===== src/rtl/decode_stage_if.sv =====
// Decode/execute boundary bundle: decode-stage inputs, register file port,
// forwarding sources, pipeline control and the registered execute fields.
interface decode_stage_if #(
    parameter int DATA_WID = 64,
    parameter int ADDR_WID = 4
);
    logic [3:0]          D_stat;
    logic [3:0]          D_icode;
    logic [3:0]          D_ifun;
    logic [ADDR_WID-1:0] D_rA;
    logic [ADDR_WID-1:0] D_rB;
    logic [DATA_WID-1:0] D_valC;
    logic [DATA_WID-1:0] D_valP;

    logic [ADDR_WID-1:0] srcA;
    logic [ADDR_WID-1:0] srcB;
    logic [DATA_WID-1:0] valA;
    logic [DATA_WID-1:0] valB;

    logic [ADDR_WID-1:0] e_dstE;
    logic [DATA_WID-1:0] e_valE;
    logic [ADDR_WID-1:0] M_dstM;
    logic [DATA_WID-1:0] m_valM;
    logic [ADDR_WID-1:0] M_dstE;
    logic [DATA_WID-1:0] M_valE;
    logic [ADDR_WID-1:0] W_dstM;
    logic [DATA_WID-1:0] W_valM;
    logic [ADDR_WID-1:0] W_dstE;
    logic [DATA_WID-1:0] W_valE;

    logic                E_stall;
    logic                E_bubble;

    logic [3:0]          E_stat;
    logic [3:0]          E_icode;
    logic [3:0]          E_ifun;
    logic [DATA_WID-1:0] E_valC;
    logic [DATA_WID-1:0] E_valA;
    logic [DATA_WID-1:0] E_valB;
    logic [ADDR_WID-1:0] E_dstE;
    logic [ADDR_WID-1:0] E_dstM;
    logic [ADDR_WID-1:0] E_srcA;
    logic [ADDR_WID-1:0] E_srcB;

    // Pipeline side driving the decode stage
    modport master (
        output D_stat, D_icode, D_ifun, D_rA, D_rB, D_valC, D_valP,
        input  srcA, srcB,
        output valA, valB,
        output e_dstE, e_valE, M_dstM, m_valM, M_dstE, M_valE,
        output W_dstM, W_valM, W_dstE, W_valE,
        output E_stall, E_bubble,
        input  E_stat, E_icode, E_ifun, E_valC, E_valA, E_valB,
        input  E_dstE, E_dstM, E_srcA, E_srcB
    );

    // Decode stage itself
    modport slave (
        input  D_stat, D_icode, D_ifun, D_rA, D_rB, D_valC, D_valP,
        output srcA, srcB,
        input  valA, valB,
        input  e_dstE, e_valE, M_dstM, m_valM, M_dstE, M_valE,
        input  W_dstM, W_valM, W_dstE, W_valE,
        input  E_stall, E_bubble,
        output E_stat, E_icode, E_ifun, E_valC, E_valA, E_valB,
        output E_dstE, E_dstM, E_srcA, E_srcB
    );
endinterface


===== src/rtl/decode_stage.sv =====
// Y86-64 style decode stage: register-ID decode, operand forwarding from the
// later stages, and the decode/execute pipeline register with stall/bubble.
module decode_stage #(
    parameter int DATA_WID = 64,
    parameter int ADDR_WID = 4
) (
    input logic           CLK,
    input logic           RST,
    decode_stage_if.slave dec
);
    localparam logic [ADDR_WID-1:0] RNONE = '1;
    localparam logic [ADDR_WID-1:0] RSP   = ADDR_WID'(4);

    localparam logic [3:0] I_NOP    = 4'h1;
    localparam logic [3:0] I_RRMOVQ = 4'h2;
    localparam logic [3:0] I_IRMOVQ = 4'h3;
    localparam logic [3:0] I_RMMOVQ = 4'h4;
    localparam logic [3:0] I_MRMOVQ = 4'h5;
    localparam logic [3:0] I_OPQ    = 4'h6;
    localparam logic [3:0] I_JXX    = 4'h7;
    localparam logic [3:0] I_CALL   = 4'h8;
    localparam logic [3:0] I_RET    = 4'h9;
    localparam logic [3:0] I_PUSHQ  = 4'hA;
    localparam logic [3:0] I_POPQ   = 4'hB;

    localparam logic [3:0] STAT_AOK = 4'h1;

    logic [ADDR_WID-1:0] srcA;
    logic [ADDR_WID-1:0] srcB;
    logic [ADDR_WID-1:0] dDstE;
    logic [ADDR_WID-1:0] dDstM;
    logic [DATA_WID-1:0] dValA;
    logic [DATA_WID-1:0] dValB;

    logic [3:0]          eStat;
    logic [3:0]          eIcode;
    logic [3:0]          eIfun;
    logic [DATA_WID-1:0] eValC;
    logic [DATA_WID-1:0] eValA;
    logic [DATA_WID-1:0] eValB;
    logic [ADDR_WID-1:0] eDstE;
    logic [ADDR_WID-1:0] eDstM;
    logic [ADDR_WID-1:0] eSrcA;
    logic [ADDR_WID-1:0] eSrcB;

    // Register-ID decode from the opcode
    always_comb begin
        srcA  = RNONE;
        srcB  = RNONE;
        dDstE = RNONE;
        dDstM = RNONE;
        case (dec.D_icode)
            I_RRMOVQ: begin
                srcA  = dec.D_rA;
                dDstE = dec.D_rB;
            end
            I_IRMOVQ: dDstE = dec.D_rB;
            I_RMMOVQ: begin
                srcA = dec.D_rA;
                srcB = dec.D_rB;
            end
            I_MRMOVQ: begin
                srcB  = dec.D_rB;
                dDstM = dec.D_rA;
            end
            I_OPQ: begin
                srcA  = dec.D_rA;
                srcB  = dec.D_rB;
                dDstE = dec.D_rB;
            end
            I_CALL: begin
                srcB  = RSP;
                dDstE = RSP;
            end
            I_RET: begin
                srcA  = RSP;
                srcB  = RSP;
                dDstE = RSP;
            end
            I_PUSHQ: begin
                srcA  = dec.D_rA;
                srcB  = RSP;
                dDstE = RSP;
            end
            I_POPQ: begin
                srcA  = RSP;
                srcB  = RSP;
                dDstE = RSP;
                dDstM = dec.D_rA;
            end
            default: ;
        endcase
    end

    assign dec.srcA = srcA;
    assign dec.srcB = srcB;

    // Operand A: valP for jump/call, otherwise youngest forwarding hit, otherwise register file.
    // RNONE never forwards, so an idle destination of RNONE cannot hijack an unused operand.
    always_comb begin
        dValA = dec.valA;
        if (dec.D_icode == I_JXX || dec.D_icode == I_CALL)
            dValA = dec.D_valP;
        else if (srcA != RNONE) begin
            if (srcA == dec.e_dstE)      dValA = dec.e_valE;
            else if (srcA == dec.M_dstM) dValA = dec.m_valM;
            else if (srcA == dec.M_dstE) dValA = dec.M_valE;
            else if (srcA == dec.W_dstM) dValA = dec.W_valM;
            else if (srcA == dec.W_dstE) dValA = dec.W_valE;
        end
    end

    // Operand B: same forwarding priority as operand A
    always_comb begin
        dValB = dec.valB;
        if (srcB != RNONE) begin
            if (srcB == dec.e_dstE)      dValB = dec.e_valE;
            else if (srcB == dec.M_dstM) dValB = dec.m_valM;
            else if (srcB == dec.M_dstE) dValB = dec.M_valE;
            else if (srcB == dec.W_dstM) dValB = dec.W_valM;
            else if (srcB == dec.W_dstE) dValB = dec.W_valE;
        end
    end

    // Decode/execute pipeline register; stall wins over bubble, reset forces a bubble
    always_ff @(posedge CLK or posedge RST) begin
        if (RST) begin
            eStat  <= STAT_AOK;
            eIcode <= I_NOP;
            eIfun  <= 4'h0;
            eValC  <= '0;
            eValA  <= '0;
            eValB  <= '0;
            eDstE  <= RNONE;
            eDstM  <= RNONE;
            eSrcA  <= RNONE;
            eSrcB  <= RNONE;
        end else if (!dec.E_stall) begin
            if (dec.E_bubble) begin
                eStat  <= STAT_AOK;
                eIcode <= I_NOP;
                eIfun  <= 4'h0;
                eValC  <= '0;
                eValA  <= '0;
                eValB  <= '0;
                eDstE  <= RNONE;
                eDstM  <= RNONE;
                eSrcA  <= RNONE;
                eSrcB  <= RNONE;
            end else begin
                eStat  <= dec.D_stat;
                eIcode <= dec.D_icode;
                eIfun  <= dec.D_ifun;
                eValC  <= dec.D_valC;
                eValA  <= dValA;
                eValB  <= dValB;
                eDstE  <= dDstE;
                eDstM  <= dDstM;
                eSrcA  <= srcA;
                eSrcB  <= srcB;
            end
        end
    end

    assign dec.E_stat  = eStat;
    assign dec.E_icode = eIcode;
    assign dec.E_ifun  = eIfun;
    assign dec.E_valC  = eValC;
    assign dec.E_valA  = eValA;
    assign dec.E_valB  = eValB;
    assign dec.E_dstE  = eDstE;
    assign dec.E_dstM  = eDstM;
    assign dec.E_srcA  = eSrcA;
    assign dec.E_srcB  = eSrcB;
endmodule


===== src/flat_wrapper.sv =====
// flat-port wrapper written by rule: the top's interface ports become plain ports
module decode_stage_flat 
#(
    parameter int DATA_WID = 64,
    parameter int ADDR_WID = 4
)
  (CLK, RST, dec_D_stat, dec_D_icode, dec_D_ifun, dec_D_rA, dec_D_rB, dec_D_valC, dec_D_valP, dec_srcA, dec_srcB, dec_valA, dec_valB, dec_e_dstE, dec_e_valE, dec_M_dstM, dec_m_valM, dec_M_dstE, dec_M_valE, dec_W_dstM, dec_W_valM, dec_W_dstE, dec_W_valE, dec_E_stall, dec_E_bubble, dec_E_stat, dec_E_icode, dec_E_ifun, dec_E_valC, dec_E_valA, dec_E_valB, dec_E_dstE, dec_E_dstM, dec_E_srcA, dec_E_srcB);
  decode_stage_if #(.DATA_WID(DATA_WID), .ADDR_WID(ADDR_WID)) dec_i ();
  input logic CLK;
  input logic RST;
  input wire logic [$bits(dec_i.D_stat)-1:0] dec_D_stat;
  input wire logic [$bits(dec_i.D_icode)-1:0] dec_D_icode;
  input wire logic [$bits(dec_i.D_ifun)-1:0] dec_D_ifun;
  input wire logic [$bits(dec_i.D_rA)-1:0] dec_D_rA;
  input wire logic [$bits(dec_i.D_rB)-1:0] dec_D_rB;
  input wire logic [$bits(dec_i.D_valC)-1:0] dec_D_valC;
  input wire logic [$bits(dec_i.D_valP)-1:0] dec_D_valP;
  output wire logic [$bits(dec_i.srcA)-1:0] dec_srcA;
  output wire logic [$bits(dec_i.srcB)-1:0] dec_srcB;
  input wire logic [$bits(dec_i.valA)-1:0] dec_valA;
  input wire logic [$bits(dec_i.valB)-1:0] dec_valB;
  input wire logic [$bits(dec_i.e_dstE)-1:0] dec_e_dstE;
  input wire logic [$bits(dec_i.e_valE)-1:0] dec_e_valE;
  input wire logic [$bits(dec_i.M_dstM)-1:0] dec_M_dstM;
  input wire logic [$bits(dec_i.m_valM)-1:0] dec_m_valM;
  input wire logic [$bits(dec_i.M_dstE)-1:0] dec_M_dstE;
  input wire logic [$bits(dec_i.M_valE)-1:0] dec_M_valE;
  input wire logic [$bits(dec_i.W_dstM)-1:0] dec_W_dstM;
  input wire logic [$bits(dec_i.W_valM)-1:0] dec_W_valM;
  input wire logic [$bits(dec_i.W_dstE)-1:0] dec_W_dstE;
  input wire logic [$bits(dec_i.W_valE)-1:0] dec_W_valE;
  input wire logic [$bits(dec_i.E_stall)-1:0] dec_E_stall;
  input wire logic [$bits(dec_i.E_bubble)-1:0] dec_E_bubble;
  output wire logic [$bits(dec_i.E_stat)-1:0] dec_E_stat;
  output wire logic [$bits(dec_i.E_icode)-1:0] dec_E_icode;
  output wire logic [$bits(dec_i.E_ifun)-1:0] dec_E_ifun;
  output wire logic [$bits(dec_i.E_valC)-1:0] dec_E_valC;
  output wire logic [$bits(dec_i.E_valA)-1:0] dec_E_valA;
  output wire logic [$bits(dec_i.E_valB)-1:0] dec_E_valB;
  output wire logic [$bits(dec_i.E_dstE)-1:0] dec_E_dstE;
  output wire logic [$bits(dec_i.E_dstM)-1:0] dec_E_dstM;
  output wire logic [$bits(dec_i.E_srcA)-1:0] dec_E_srcA;
  output wire logic [$bits(dec_i.E_srcB)-1:0] dec_E_srcB;
  assign dec_i.D_stat = dec_D_stat;
  assign dec_i.D_icode = dec_D_icode;
  assign dec_i.D_ifun = dec_D_ifun;
  assign dec_i.D_rA = dec_D_rA;
  assign dec_i.D_rB = dec_D_rB;
  assign dec_i.D_valC = dec_D_valC;
  assign dec_i.D_valP = dec_D_valP;
  assign dec_srcA = dec_i.srcA;
  assign dec_srcB = dec_i.srcB;
  assign dec_i.valA = dec_valA;
  assign dec_i.valB = dec_valB;
  assign dec_i.e_dstE = dec_e_dstE;
  assign dec_i.e_valE = dec_e_valE;
  assign dec_i.M_dstM = dec_M_dstM;
  assign dec_i.m_valM = dec_m_valM;
  assign dec_i.M_dstE = dec_M_dstE;
  assign dec_i.M_valE = dec_M_valE;
  assign dec_i.W_dstM = dec_W_dstM;
  assign dec_i.W_valM = dec_W_valM;
  assign dec_i.W_dstE = dec_W_dstE;
  assign dec_i.W_valE = dec_W_valE;
  assign dec_i.E_stall = dec_E_stall;
  assign dec_i.E_bubble = dec_E_bubble;
  assign dec_E_stat = dec_i.E_stat;
  assign dec_E_icode = dec_i.E_icode;
  assign dec_E_ifun = dec_i.E_ifun;
  assign dec_E_valC = dec_i.E_valC;
  assign dec_E_valA = dec_i.E_valA;
  assign dec_E_valB = dec_i.E_valB;
  assign dec_E_dstE = dec_i.E_dstE;
  assign dec_E_dstM = dec_i.E_dstM;
  assign dec_E_srcA = dec_i.E_srcA;
  assign dec_E_srcB = dec_i.E_srcB;
  decode_stage #(.DATA_WID(DATA_WID), .ADDR_WID(ADDR_WID)) u_core (.CLK(CLK), .RST(RST), .dec(dec_i));
endmodule

===== config.mk =====
export PLATFORM = sky130hd
export DESIGN_NAME = decode_stage_flat
export DESIGN_NICKNAME = d
export VERILOG_FILES = /design/src/rtl/decode_stage_if.sv /design/src/rtl/decode_stage.sv /design/src/flat_wrapper.sv
export SDC_FILE = /design/constraint.sdc
export NUM_CORES = 1
export LEC_CHECK = 0
export BUFFER_PORTS_ARGS = -buffer_cell sky130_fd_sc_hd__buf_4
export CAP_MARGIN = 25
export CORE_AREA = 10 10 321 323
export CTS_CLUSTER_SIZE = 12
export DETAILED_ROUTE_END_ITERATION = 7
export DIE_AREA = 0 0 331 333
export PLACE_DENSITY = 0.47
export SYNTH_ARGS = -nofsm -noshare
export SYNTH_HDL_FRONTEND = slang
export SYNTH_SLANG_ARGS = --single-unit

===== constraint.sdc =====
create_clock -name CLK -period 20.6 [get_ports CLK]
set_clock_uncertainty 0.05 [all_clocks]
set_input_delay 6.18 -clock CLK [delete_from_list [all_inputs] [get_ports CLK]]
set_output_delay 6.18 -clock CLK [all_outputs]
set_load 0.02 [all_outputs]

; Word level (Yosys, flattened, before mapping)
; Cells that the tools add are included.
; Widths: inputs -> output; s select.
[word_totals]
latchBits = 0
n_memories = 0
mem_bits_ro = 0
regBits = 220
in_bits = 620
out_inout_bits = 228
ram_bits = 0
[classes]
bitwise = 0
magnitude_cmp = 0
n_mux = 27
n_div = 0
n_addsub = 0
n_eq_ne = 22
mul = 0
reduce_logical = 7
shifts = 0
[op_table]
columns = operator, n
row1 = $mux 64, 16
row2 = $eq 4x4->1, 10
row3 = $mux 4, 8
row4 = $pmux 4 s2, 3
row5 = $eq 4x3->1 const B, 4
row6 = $eq 4x4->1 const B, 4
row7 = $eq 4x2->1 const B, 2
row8 = $ne 4x4->1 const B, 2
row9 = $reduce_or 4->1, 2
row10 = $reduce_or 3->1, 2
row11 = $reduce_or 2->1, 2
row12 = $logic_or 1x1->1, 1

; Longest topological paths before layout
[depth]
ltp_word = 12
ltp_mapped = 13
mapped_depth_nobuf = 7

; Worst setup path before layout
; No wires, ideal clock.
[synth_timing]
kind = input-to-output
from = input port dec_D_icode[3]
to = output port dec_srcA[1]
cell_stages = 4
n_path_buf = 2
required_time_ps = 14370
t_arrival_ps = 7085
slack_ps = 7285
cell_sequence = buf_6 -> and3b_1 -> buf_2 -> nor3_4
[synth_via]
elab_chain_len = 3
word_cells_on_any_way = 9
[synth_rtl]
columns = item, line_no
row1 = from (decl), flat_wrapper.sv:12  ; input wire logic [$bits(dec_i.D_icode)-1:0] dec_D_icode;
row2 = "$eq 4x3->1, or another cell as far along", decode_stage.sv:52  ; case (dec.D_icode)
row3 = $reduce_or 4->1 (no source line) or $reduce_or 2->1 (tied branches), -
row4 = $pmux 4 s2 (*), decode_stage.sv:52
row5 = to (decl), flat_wrapper.sv:18  ; output wire logic [$bits(dec_i.srcA)-1:0] dec_srcA;
; Mark *: on every way between the ends. The rest lies on a longest branch, timed or not.

; Worst setup path in the final report
[layout_timing]
from = input port dec_D_icode[2]
to = output port dec_srcB[1]
[layout_via]
elab_chain_len = 3
word_cells_on_any_way = 10
[layout_rtl]
columns = item, line_no
row1 = $eq 4x4->1 or $eq 4x3->1 (tied branches), decode_stage.sv:52
row2 = $reduce_or 4->1 (no source line) or $reduce_or 3->1 (tied branches), -
row3 = $pmux 4 s2 (*), decode_stage.sv:52
row4 = to (decl), flat_wrapper.sv:19  ; output wire logic [$bits(dec_i.srcB)-1:0] dec_srcB;
; Marked as above.

==> results.sh <==
export IMPL_synth_seq_cells=220
export IMPL_via_count=25300
export IMPL_power_frac_clock_pct=35.0
export IMPL_grt_pass1_wl_mm=197
export IMPL_multi_input_area_um2=11600
export IMPL_layout_nets=3856
export IMPL_clk_pin_slew_ps=50
export IMPL_timing_rr_end="u_core.dec.E_valA[57]$_DFFE_PP0N_"
export IMPL_violations="DRC"
export IMPL_drt_pass1_iterations=8
export IMPL_timing_setup_tns_ps=0
export IMPL_fp_dieW_um=331
export IMPL_syn_instance_count=2598
export IMPL_synth_async_reset_ratio_pct=100
export IMPL_synth_cell_types=71
export IMPL_slowest_delay_ps=520
export IMPL_cp_arrival_ps=7610
export IMPL_die_area_um2=110000
export IMPL_r2r_start="u_core.dec.E_valA[57]$_DFFE_PP0N_"
export IMPL_drv_slew=0
export IMPL_final_area_um2=27300
export IMPL_crit_path_end_kind="primary output"
export IMPL_power_density_nw_per_um2=67.5
export IMPL_drc=8
export IMPL_power_leakage_uw=0.0118
export IMPL_io_pins=848
export IMPL_antenna_found_initial=45
export IMPL_drtIter0Drc=3295
export IMPL_clk_latency_ps=560
export IMPL_cts_inserted_buffers=34
export IMPL_cts_hold_buf=0
export IMPL_period_needed_ps=13840
export IMPL_synth_warnings=0
export IMPL_grt_overflow=0
export IMPL_num_fill_cells=10700
export IMPL_first_global_vias=24500
export IMPL_relSlewSlack_pct=24.9
export IMPL_p_comb_share_pct=37.6
export IMPL_portBuffers=847
export IMPL_critPathRequiredTime_ps=14370
export IMPL_syn_nets=3218
export IMPL_core_rowCount=114
export IMPL_holdCritStartpoint="u_core.dec.E_srcB[3]$_DFFE_PP1N_"
export IMPL_cpMostUsedCell="buf_4"
export IMPL_whs_ps=414
export IMPL_regArea_um2=5530
export IMPL_reg2reg_slack_ps=19340
export IMPL_swShare_pct=39.2
export IMPL_fin_crit_sh_pct=67.2
export IMPL_yosys_most_used_dff="dfrtp_1"
export IMPL_start_util_pct=19.5
export IMPL_dp_hpwl_mm=102
export IMPL_rsz0062_at_grt="no"
export IMPL_area_growth_pct=45.2
export IMPL_grt_max_degree=92
export IMPL_cts_tree="built"
export IMPL_drive_above_1_share_pct=31.2
export IMPL_die_h_um=333
export IMPL_finalSetupViolCount=0
export IMPL_max_cap_violations=0
export IMPL_placed_area_um2=26000
export IMPL_synth_edf_count=0
export IMPL_htree_levels=2
export IMPL_grtUsageTotal_pct=24.4
export IMPL_status="complete, but fails checks"
export IMPL_final_util_pct=28.3
export IMPL_clock_path_buffers=3
export IMPL_place_gp_congestion=0.885
export IMPL_ff2ff_path_depth=4
export IMPL_hold_path_class="reg2reg"
export IMPL_syn_area_um2=18800
export IMPL_cts_root_buf="clkbuf_16"
export IMPL_cts_setup_buffers=0
export IMPL_synth_seq_area_share_pct=29.4
export IMPL_wl_per_cell_um=31.5
export IMPL_ant_nets=0
export IMPL_power_switching_uw=722
export IMPL_path_max_fanout=24
export IMPL_fmax_mhz=72.2
export IMPL_cp_start_kind="primary input"
export IMPL_via_per_inst=5.54
export IMPL_path_cells="buf_4 -> nand2b_1 -> o21ai_1 -> inv_1 -> buf_4"
export IMPL_clock_sinks=220
export IMPL_tightest_slew_ps=1130
export IMPL_cts_resized=0
export IMPL_core_um2=96300
export IMPL_wirelength_mm=144
export IMPL_pwr_share_seq_pct=27.4
export IMPL_min_to="u_core.dec.E_srcB[3]$_DFFE_PP1N_"
export IMPL_slowest_stage="o21ai_1"
export IMPL_hold_path_depth=2
export IMPL_critical_path_class="in2out"
export IMPL_hold_viol=0
export IMPL_intPower_uw=1120
export IMPL_peakVddDrop_uv=46.7
export IMPL_syn_avg_cell_area_um2=7.23
==> critical path: cells and delay by family <==
| family | cells | cell delay (ps) |
|---|---|---|
| and+or+nand+nor | 1 | 310 |
| AOI/OAI and AO/OA | 1 | 520 |
| buffers and inverters | 3 | 590 |
==> worst max path at each step <==
| stage | cells past startpoint | end | startpoint |
|---|---|---|---|
| floorplan | 4 | dec_srcA[1] | dec_D_icode[3] |
| global placement | 5 | dec_srcB[1] | dec_D_icode[2] |
| detailed placement | 4 | dec_srcA[1] | dec_D_icode[2] |
| CTS | 5 | dec_srcB[1] | dec_D_icode[2] |
| global route | 5 | dec_srcB[1] | dec_D_icode[2] |
| finish | 5 | dec_srcB[1] | dec_D_icode[2] |
==> power groups by stage <==
stage | Sequential (uW) | Combinational (uW) | Clock [uW]
floorplan | 559 | 280 | 0
global placement | 510 | 684 | 0
detailed placement | 511 | 683 | 0
CTS | 504 | 685 | 662
global route | 509 | 729 | 673
finish | 505 | 692 | 644
==> logic make-up (layout without fill, tap and decap cells) <==
group / after synthesis / after routing / share of synthesized area (%)
xor gates and xnor gates: 19 / 19 / 0.886
muxes: 1 / 1 / 0.0533
and+or+nand+nor: 876 / 876 / 21.9
buffers and inverters: 441 / 1105 / 10.0
AOI/OAI and AO/OA: 1040 / 1040 / 37.7
adders and majority gates: 1 / 1 / 0.0533
DFF: 220 / 220 / 29.4
other: 0 / 31 / 0
==> state kept, by name (all words and copies together), names as in the netlist <==
signal              flops
u_core.dec.E_dstE       4
u_core.dec.E_dstM       4
u_core.dec.E_icode      4
u_core.dec.E_ifun       4
u_core.dec.E_srcA       4
u_core.dec.E_srcB       4
u_core.dec.E_stat       4
u_core.dec.E_valA      64
u_core.dec.E_valB      64
u_core.dec.E_valC      64
==> layout by cell type (no fill, tap or decap), types with 5 or more instances in the layout <==
cell type / n
a31oi_1: 66
nor2_1: 208
o31ai_1: 68
nand3_1: 132
buf_4: 893
a311oi_1: 67
nor2b_1: 17
nor4_1: 67
a21oi_1: 153
nor3_1: 5
a221oi_1: 63
a22o_1: 71
clkbuf_8: 8
o21ai_1: 112
o21ai_0: 216
a211oi_1: 66
o311ai_1: 63
dfstp_2: 18
nand2b_1: 70
a311o_1: 65
diode_2: 31
inv_1: 144
clkbuf_1: 6
xnor2_1: 19
dfrtp_1: 202
clkbuf_16: 34
nand2_1: 333
==> layer usage <==
layer	global-route usage, %	up-vias	part of all wire, %
li1	-	11000	-
met1	30.5	12400	40
met2	39.4	1726	47
met3	7.26	254	11
met4	8.51	18	2.8
met5	0	-	0.081
==> cell type report <==
type                    count  share of cell area (%)
inverters                 145                    2.02
repair buffers            898                    24.9
flip-flops and latches    220                    20.3
well taps                1276                    5.85
clock buffers              48                    3.60
multi-input cells        1937                    42.3
diodes                     31                   0.284
clock inverters            14                   0.725
==> through the flow <==
stage,setup slack (ps),instances,power [uW]
4_1_cts,6800,4538,1850
3_5_place_dp,6800,4476,1190
3_3_place_gp,6810,4476,1190
6_report,6760,4569,1840
2_1_floorplan,7280,2598,839
5_1_grt,6700,4567,1910
==> synth_stat cells (17+ instances only) <==
library cell	number	share of area (%)
a21oi_1	153	4.1
a31oi_1	66	2.2
o31ai_1	68	2.7
dfrtp_1	202	27
a22o_1	71	3.3
o311ai_1	63	2.9
nor2_1	209	4.2
nand2b_1	71	2.4
xnor2_1	19	0.89
nor2b_1	17	0.57
a311o_1	65	3.5
a221oi_1	63	2.9
a311oi_1	68	3.2
dfstp_2	18	2.5
o21ai_1	112	3.0
buf_6	17	1.0
nor4_1	67	2.2
nand2_1	336	6.7
a211oi_1	66	2.6
o21ai_0	217	5.8
clkbuf_1	198	4.0
nand3_1	132	3.5
inv_1	145	2.9
buf_2	56	1.5
Power figures use the tool's default switching activity.
